<file path="src/rtl/vec_seq_capture.sv">
// Drives a fixed 13-entry 4-bit stimulus table, holding each vector for DWELL
// cycles, and captures the device response bit at the last cycle of each vector.
module vec_seq_capture #(
  parameter int unsigned DWELL = 50
) (
  input  logic        clk,
  input  logic        rst,
  input  logic        start,
  input  logic        s_in,
  output logic [3:0]  vec,
  output logic [3:0]  idx,
  output logic        busy,
  output logic        done,
  output logic [12:0] resp
);

  localparam int unsigned NVEC       = 13;
  localparam logic [3:0]  LAST_IDX   = 4'(NVEC - 1);
  localparam logic [15:0] DWELL_LAST = 16'(DWELL - 1);

  typedef enum logic [1:0] {IDLE, DRIVE, DONE} state_t;

  state_t      state_q, state_d;
  logic [3:0]  vec_q, vec_d;
  logic [3:0]  idx_q, idx_d;
  logic        busy_q, busy_d;
  logic        done_q, done_d;
  logic [12:0] resp_q, resp_d;
  logic [15:0] cnt_q, cnt_d;

  function automatic logic [3:0] vec_tab(input logic [3:0] i);
    case (i)
      4'd0:    vec_tab = 4'b0000;
      4'd1:    vec_tab = 4'b1000;
      4'd2:    vec_tab = 4'b0100;
      4'd3:    vec_tab = 4'b0010;
      4'd4:    vec_tab = 4'b0001;
      4'd5:    vec_tab = 4'b1100;
      4'd6:    vec_tab = 4'b1010;
      4'd7:    vec_tab = 4'b1001;
      4'd8:    vec_tab = 4'b0011;
      4'd9:    vec_tab = 4'b1110;
      4'd10:   vec_tab = 4'b0111;
      4'd11:   vec_tab = 4'b1011;
      4'd12:   vec_tab = 4'b1111;
      default: vec_tab = 4'b0000;
    endcase
  endfunction

  always_comb begin
    state_d = state_q;
    vec_d   = vec_q;
    idx_d   = idx_q;
    busy_d  = busy_q;
    done_d  = 1'b0;
    resp_d  = resp_q;
    cnt_d   = cnt_q;
    case (state_q)
      IDLE: begin
        vec_d  = '0;
        idx_d  = '0;
        busy_d = 1'b0;
        cnt_d  = '0;
        if (start) begin
          state_d = DRIVE;
          busy_d  = 1'b1;
          vec_d   = vec_tab(4'd0);
          resp_d  = '0;
        end
      end
      DRIVE: begin
        if (cnt_q == DWELL_LAST) begin
          resp_d[idx_q] = s_in;
          cnt_d         = '0;
          if (idx_q != LAST_IDX) begin
            idx_d = idx_q + 4'd1;
            vec_d = vec_tab(idx_q + 4'd1);
          end else begin
            // vec/idx hold the last vector through the DONE cycle
            state_d = DONE;
            busy_d  = 1'b0;
            done_d  = 1'b1;
          end
        end else begin
          cnt_d = cnt_q + 16'd1;
        end
      end
      DONE: begin
        state_d = IDLE;
        vec_d   = '0;
        idx_d   = '0;
        busy_d  = 1'b0;
        cnt_d   = '0;
      end
      default: begin
        state_d = IDLE;
        vec_d   = '0;
        idx_d   = '0;
        busy_d  = 1'b0;
        cnt_d   = '0;
      end
    endcase
  end

  always_ff @(posedge clk) begin
    if (rst) begin
      state_q <= IDLE;
      vec_q   <= '0;
      idx_q   <= '0;
      busy_q  <= 1'b0;
      done_q  <= 1'b0;
      resp_q  <= '0;
      cnt_q   <= '0;
    end else begin
      state_q <= state_d;
      vec_q   <= vec_d;
      idx_q   <= idx_d;
      busy_q  <= busy_d;
      done_q  <= done_d;
      resp_q  <= resp_d;
      cnt_q   <= cnt_d;
    end
  end

  assign vec  = vec_q;
  assign idx  = idx_q;
  assign busy = busy_q;
  assign done = done_q;
  assign resp = resp_q;

endmodule

</file>
<file path="config.mk">
export PLATFORM = sky130hd
export DESIGN_NAME = vec_seq_capture
export DESIGN_NICKNAME = d
export VERILOG_FILES = /design/src/rtl/vec_seq_capture.sv
export SDC_FILE = /design/constraint.sdc
export NUM_CORES = 1
export LEC_CHECK = 0
export BUFFER_PORTS_ARGS = -buffer_cell sky130_fd_sc_hd__clkbuf_2
export CORE_MARGIN = 4
export CORE_UTILIZATION = 40
export CTS_CLUSTER_DIAMETER = 30
export DETAILED_ROUTE_END_ITERATION = 10
export HOLD_SLACK_MARGIN = 0.1
export PLACE_DENSITY = 0.63
export SYNTH_ARGS = -nofsm -noshare
export SYNTH_HDL_FRONTEND = slang
export SYNTH_SLANG_ARGS = --single-unit
export TNS_END_PERCENT = 100
</file>
<file path="constraint.sdc">
create_clock -name clk -period 2 [get_ports clk]
set_input_delay 0.2 -clock clk [delete_from_list [all_inputs] [get_ports clk]]
set_output_delay 0.2 -clock clk [all_outputs]
set_load 0.005 [all_outputs]
</file>
# == Word-level counts from Yosys, hierarchy flattened ==
# Memory sizes are Yosys's and may differ from the RTL's. A register that Yosys moved wholly into a read port is not among the register bits.
# Index checks and enable logic that the tools add are counted.
# word_totals
wordCells,44
rom_bits,64
output_inout_bits,23
memories,1
register_bits,37
inputBits,4
# memory_table
memory,words,word_bits,rd,rd_ports_with_merged_regs,write_ports,line_no,rtl
(no name shown),16,4,1,1,0,32,case (i)
# classes
n_bitwise,2
n_reduce_logical,10
n_mux,15
magnitude_cmp,2
eq_ne,6
addsub,2
# op_table
cell,count
2-to-1 mux 13 bit,2
one-hot mux 13 bit (2 select lines),1
"adder 16 x 1 -> 16 bit, second input constant",1
"== test 16 x 6 -> 1 bit, second input constant",1
bitwise mux 13 bit,1
2-to-1 mux 2 bit,3
"!= test 2 bit, second input constant",3
AND reduction 3 bit,2
OR reduction 3 bit,2
"less-than comparator 4 x 5 -> 1 bit, second input constant",1
2-to-1 mux 1 bit,5
"adder 4 x 1 -> 4 bit, second input constant",1
demux 1 bit (select 4 bit),1
"greater-or-equal comparator 4 x 1 -> 1 bit, second input constant",1
"!= test 4 bit, second input constant",1
one-hot mux 2 bit (2 select lines),1
AND reduction 2 bit,2
"== test 2 x 1 -> 1 bit, second input constant",1
logical NOT 2 bit,1
NOT 1 bit,2
one-hot mux 1 bit (2 select lines),1
nonzero test 2 bit,1
OR reduction 2 bit,1
logical AND 1 bit,1

# == Longest topological paths before layout ==
# logic_depth
ltp_word,7
ltp_mapped,9

# == Least setup slack after synthesis ==
# OpenSTA, ideal clock, no wires.
# synth_path
path_type,reg2reg
from,register cnt_q[13]
to,register resp_q[4] (netlist: resp[4])
path_slack_ps,-61
path_buffers,0
synth_period_minus_slack_ps,2061
t_arrival_ps,1928
path_stages_with_launch,6
path_cell_list,dfxtp_1 or4_4 or4_4 nor4b_4 nand2_1 mux2i_1
# synth_via
elab_chain_cells,3
# synth_rtl
element,line_no,rtl
from (decl),29,"logic [15:0] cnt_q, cnt_d;"
from (signal assigned),121,cnt_q <= cnt_d;
== test 16 x 6 -> 1 bit,72,if (cnt_q == DWELL_LAST) begin
!= test 2 bit (no line),n/a,
AND reduction 3 bit (no line),n/a,
to (signal assigned),120,resp_q <= resp_d;
to (decl),28,"logic [12:0] resp_q, resp_d;"
# Every way passes these cells.
# A chain may end at the register's enable or synchronous reset.

# == Worst setup path in the final report ==
# layout_path
from,register cnt_q[15]
to,register resp_q[5] (netlist: resp[5])
# Same word-level chain as after synthesis.

==> impl_results.rst <==
.. list-table::
   :header-rows: 1

   * - Metric
     - Value
   * - Leading post-synthesis cells by cell area
     - sky130_fd_sc_hd__dfxtp_1 42%, sky130_fd_sc_hd__mux2i_1 9.2%, sky130_fd_sc_hd__nand2_1 6.1%, sky130_fd_sc_hd__ha_1 5.7%, sky130_fd_sc_hd__nor2_1 5.4%
   * - Leakage power figure
     - 1.05 nW
   * - CTS Root Buffer Type
     - sky130_fd_sc_hd__clkbuf_8
   * - Instance count on the critical path
     - 5
   * - CP max FO
     - 4
   * - Critical path start-end classification
     - flip-flop to flip-flop
   * - Most used standard cells in the synthesized netlist
     - 41 x sky130_fd_sc_hd__dfxtp_1, 32 x sky130_fd_sc_hd__nand2_1, 28 x sky130_fd_sc_hd__nor2_1
   * - Data arrival time of the critical path
     - roughly 2.3 ns
   * - Final setup fails
     - 12
   * - Number of enable flip-flop cells after synthesis
     - 0
   * - Detailed placer's ending HPWL
     - 2.96 mm
   * - Topmost layer with routed signal wires
     - met4
   * - Total die area
     - between 6000 and 7000 µm²
   * - GR Overflow Total
     - 0
   * - Placer's final routability congestion estimate
     - approximately 0.83
   * - Unrepaired setup endpoints after global routing
     - yes
   * - Clock input transition at the sequential cells of the worst setup and hold paths
     - around 0.080 ns
   * - Cell taking the most area after synthesis
     - sky130_fd_sc_hd__dfxtp_1
   * - Synth unique cells
     - 31
   * - Cell family with the largest share of critical-path delay
     - simple AND/OR/NAND/NOR gates
   * - Critical path's most frequent cell
     - sky130_fd_sc_hd__or4_4
   * - Post-detailed-routing wire length
     - between 4 and 5 mm
   * - Longest individual stage delay on the worst path
     - approximately 0.59 ns
   * - Vertical extent of the die
     - 78.0 µm
   * - Num rows
     - 25
   * - Yosys warning total
     - 0
   * - CTS max path bufs
     - 2
   * - Cts bufs inserted
     - 5
   * - Violations in the final reports
     - negative setup slack
   * - Depth of the worst register-to-register path
     - 5
   * - Setup TNS
     - -0.943 ns
   * - Level count of the clock H-tree
     - 2
   * - Pin count of the biggest net entering global routing
     - 17
   * - Count leader, synth
     - sky130_fd_sc_hd__dfxtp_1
   * - Pwr per Cell Area
     - roughly 640 nW/µm²
   * - Final worst hold slack
     - around 0.14 ns
   * - Wire length the detailed router placed on met1
     - ~1.9 mm
   * - Detailed route wirelength on metal3
     - ~180 µm
   * - Core outline area
     - around 4700 µm²
   * - Starting DRT DRC Count
     - just over 80
   * - List of cells traversed by the critical path
     - or4_4, or4_4, nor4b_4, nand2_1, mux2i_1
   * - Post-synthesis average cell area
     - about 9.0 µm²
   * - Horizontal die dimension
     - approximately 78 µm
   * - Wire length on met2
     - just under 2 mm
   * - Number of antenna violations at the first check in global routing
     - 0
   * - Worst Setup End Kind
     - flip-flop
   * - Io pins
     - 27
   * - Max Transition Viols Final
     - 0
   * - Signed area change from the synthesized netlist to the final layout
     - 25.5%
   * - Fraction of layout instances using a drive strength above 1
     - 0.254
   * - Maximum VDD drop
     - about 0.29 mV
   * - Area share of the largest cell type after synthesis
     - 0.419
   * - Number of nets produced by synthesis
     - 230
   * - Final Worst Setup Slack
     - -0.119 ns
   * - Post-layout nets
     - 280
   * - Mapped cell area
     - between 1500 and 2000 µm²
   * - Total number of vias
     - ~1600
   * - Critical path startpoint
     - cnt_q[15]
   * - Top flip-flop cell by instance count after synthesis
     - sky130_fd_sc_hd__dfxtp_1
   * - Outcome
     - complete, but fails checks
   * - Via-to-Cell Ratio
     - about 4.7
   * - Clock latency on the worst-skew pair
     - just under 0.3 ns
   * - Number of hold violations in the final report
     - 0
   * - Reg-to-reg critical path endpoint
     - resp[5]
   * - Non-Filler Cell Area, Final
     - 2460 µm²
   * - Buffers and inverters on the worst path
     - 0
   * - Number of synthesized register bits
     - 41
   * - Post-synthesis cell count
     - around 220
   * - Worst setup SP type
     - flip-flop
   * - Max cap viols
     - 0
   * - Number of sinks on the clock net
     - 41
   * - Instance area after placement
     - ~2300 µm²
   * - Starting density of the core
     - 0.415
   * - Headroom to the max-slew limit
     - 0.658
   * - Worst flop-to-flop path startpoint
     - cnt_q[15]
   * - Critical Path End
     - resp[5]
   * - Flop2flop setup slack
     - -0.12 ns
   * - Portion of the clock cycle consumed by the worst path in the final layout
     - 1.06
   * - Synth async-reset ratio
     - 0
   * - Sequential area share after synthesis
     - 0.419
   * - Remaining design rule violation count
     - 0
   * - Total power
     - 0.00158 W
   * - Vias in the first global route
     - 1496
   * - Final Critical Period
     - between 2 and 2.5 ns
   * - Required @ worst endpoint
     - between 2 and 2.5 ns
   * - Total routing usage reported by global routing
     - 0.141
   * - Routed Antenna Nets
     - 0
   * - Number of buffer cells added on primary ports
     - 26
   * - Antenna Cells
     - 0
   * - Number of detailed-route iterations in the first pass
     - 4
   * - Maximum achievable frequency
     - 0.472 GHz
   * - Postcts setup bufs
     - 0
   * - Worst setup slack before clock tree synthesis
     - -0.0991 ns
   * - Global-route wire length before repair
     - approximately 6.9 mm
   * - Class of the worst hold path
     - input pin to flip-flop
   * - Setup skew after layout
     - approximately 0.0085 ns
   * - Measured slew at the worst slew-check pin
     - about 0.51 ns
   * - Routed wire per std cell
     - approximately 12 µm
   * - Clock tree from TritonCTS
     - built
   * - Critical path's slowest cell
     - sky130_fd_sc_hd__or4_4
==> layer usage <==
layer	GRT usage	vias up
met5	0	-
met2	0.241	26
met4	0.0472	0
li1	-	834
met3	0.0441	7
met1	0.166	719
==> kinds of logic after synthesis <==
kind of cell | Yosys count | share of synthesized area
compound gates | 19 | 0.0543
xor+xnor | 17 | 0.0760
fa+ha+maj | 9 | 0.0575
buf+inv | 14 | 0.0287
flops | 41 | 0.419
mux | 18 | 0.0920
simple gates | 99 | 0.273
==> flip-flops by register name, indices dropped and copies added, names as in the netlist <==
| name | flops |
|---|---|
| cnt_q | 16 |
| resp | 13 |
| idx | 4 |
| vec | 4 |
| state_q | 2 |
| busy | 1 |
| done | 1 |
==> placed cells by master, fill, tap and decap left out, types with 6 or more instances in the layout <==
| master | instances |
|---|---|
| sky130_fd_sc_hd__xor2_1 | 10 |
| sky130_fd_sc_hd__nand2_1 | 32 |
| sky130_fd_sc_hd__nand3_1 | 10 |
| sky130_fd_sc_hd__o21ai_0 | 8 |
| sky130_fd_sc_hd__nor2_1 | 28 |
| sky130_fd_sc_hd__xnor2_1 | 7 |
| sky130_fd_sc_hd__mux2i_1 | 18 |
| sky130_fd_sc_hd__clkbuf_2 | 26 |
| sky130_fd_sc_hd__clkbuf_8 | 6 |
| sky130_fd_sc_hd__inv_1 | 7 |
| sky130_fd_sc_hd__buf_4 | 23 |
| sky130_fd_sc_hd__dfxtp_1 | 40 |
| sky130_fd_sc_hd__ha_1 | 9 |
==> power breakdown <==
group / switching [W] / total (W) / internal (W)
combinational: 0.0000343 / 0.0000569 / 0.0000226
sequential: 0.00000405 / 0.000824 / 0.000820
clock: 0.000297 / 0.000703 / 0.000406
total: 0.000335 / 0.00158 / 0.00125
==> final cells by class <==
cell class | instances | area [µm²]
inverters | 7 | 26.3
clock inverters | 2 | 37.5
multi-input cells | 162 | 1080
fillers | 440 | 2260
clock buffers | 6 | 82.6
well taps | 67 | 83.8
repair buffers | 50 | 323
flip-flops and latches | 41 | 822
==> worst min path at each step <==
stage,cells after the start,to,startpoint
after global routing,2,state_q[0],rst
after global placement,2,resp[11],resp[11]
after floorplan,1,busy,rst
final,2,state_q[0],rst
after detailed placement,2,state_q[0],rst
after CTS,2,state_q[0],rst
==> timing repair <==
item	4_1_cts	5_1_grt
endpoints found under the setup margin	16	18
gates resized for setup	1	1
endpoints found under the hold margin	0	0
pin swaps	2	2
hold buffers	0	0
==> stage by stage <==
| stage | instances | utilization |
|---|---|---|
| after floorplan | 217 | - |
| after global placement | 327 | 0.495 |
| after detailed placement | 327 | 0.495 |
| after CTS | 335 | 0.521 |
| after global routing | 335 | 0.521 |
| final | 335 | 0.521 |
Power figures use the tool's default switching activity.
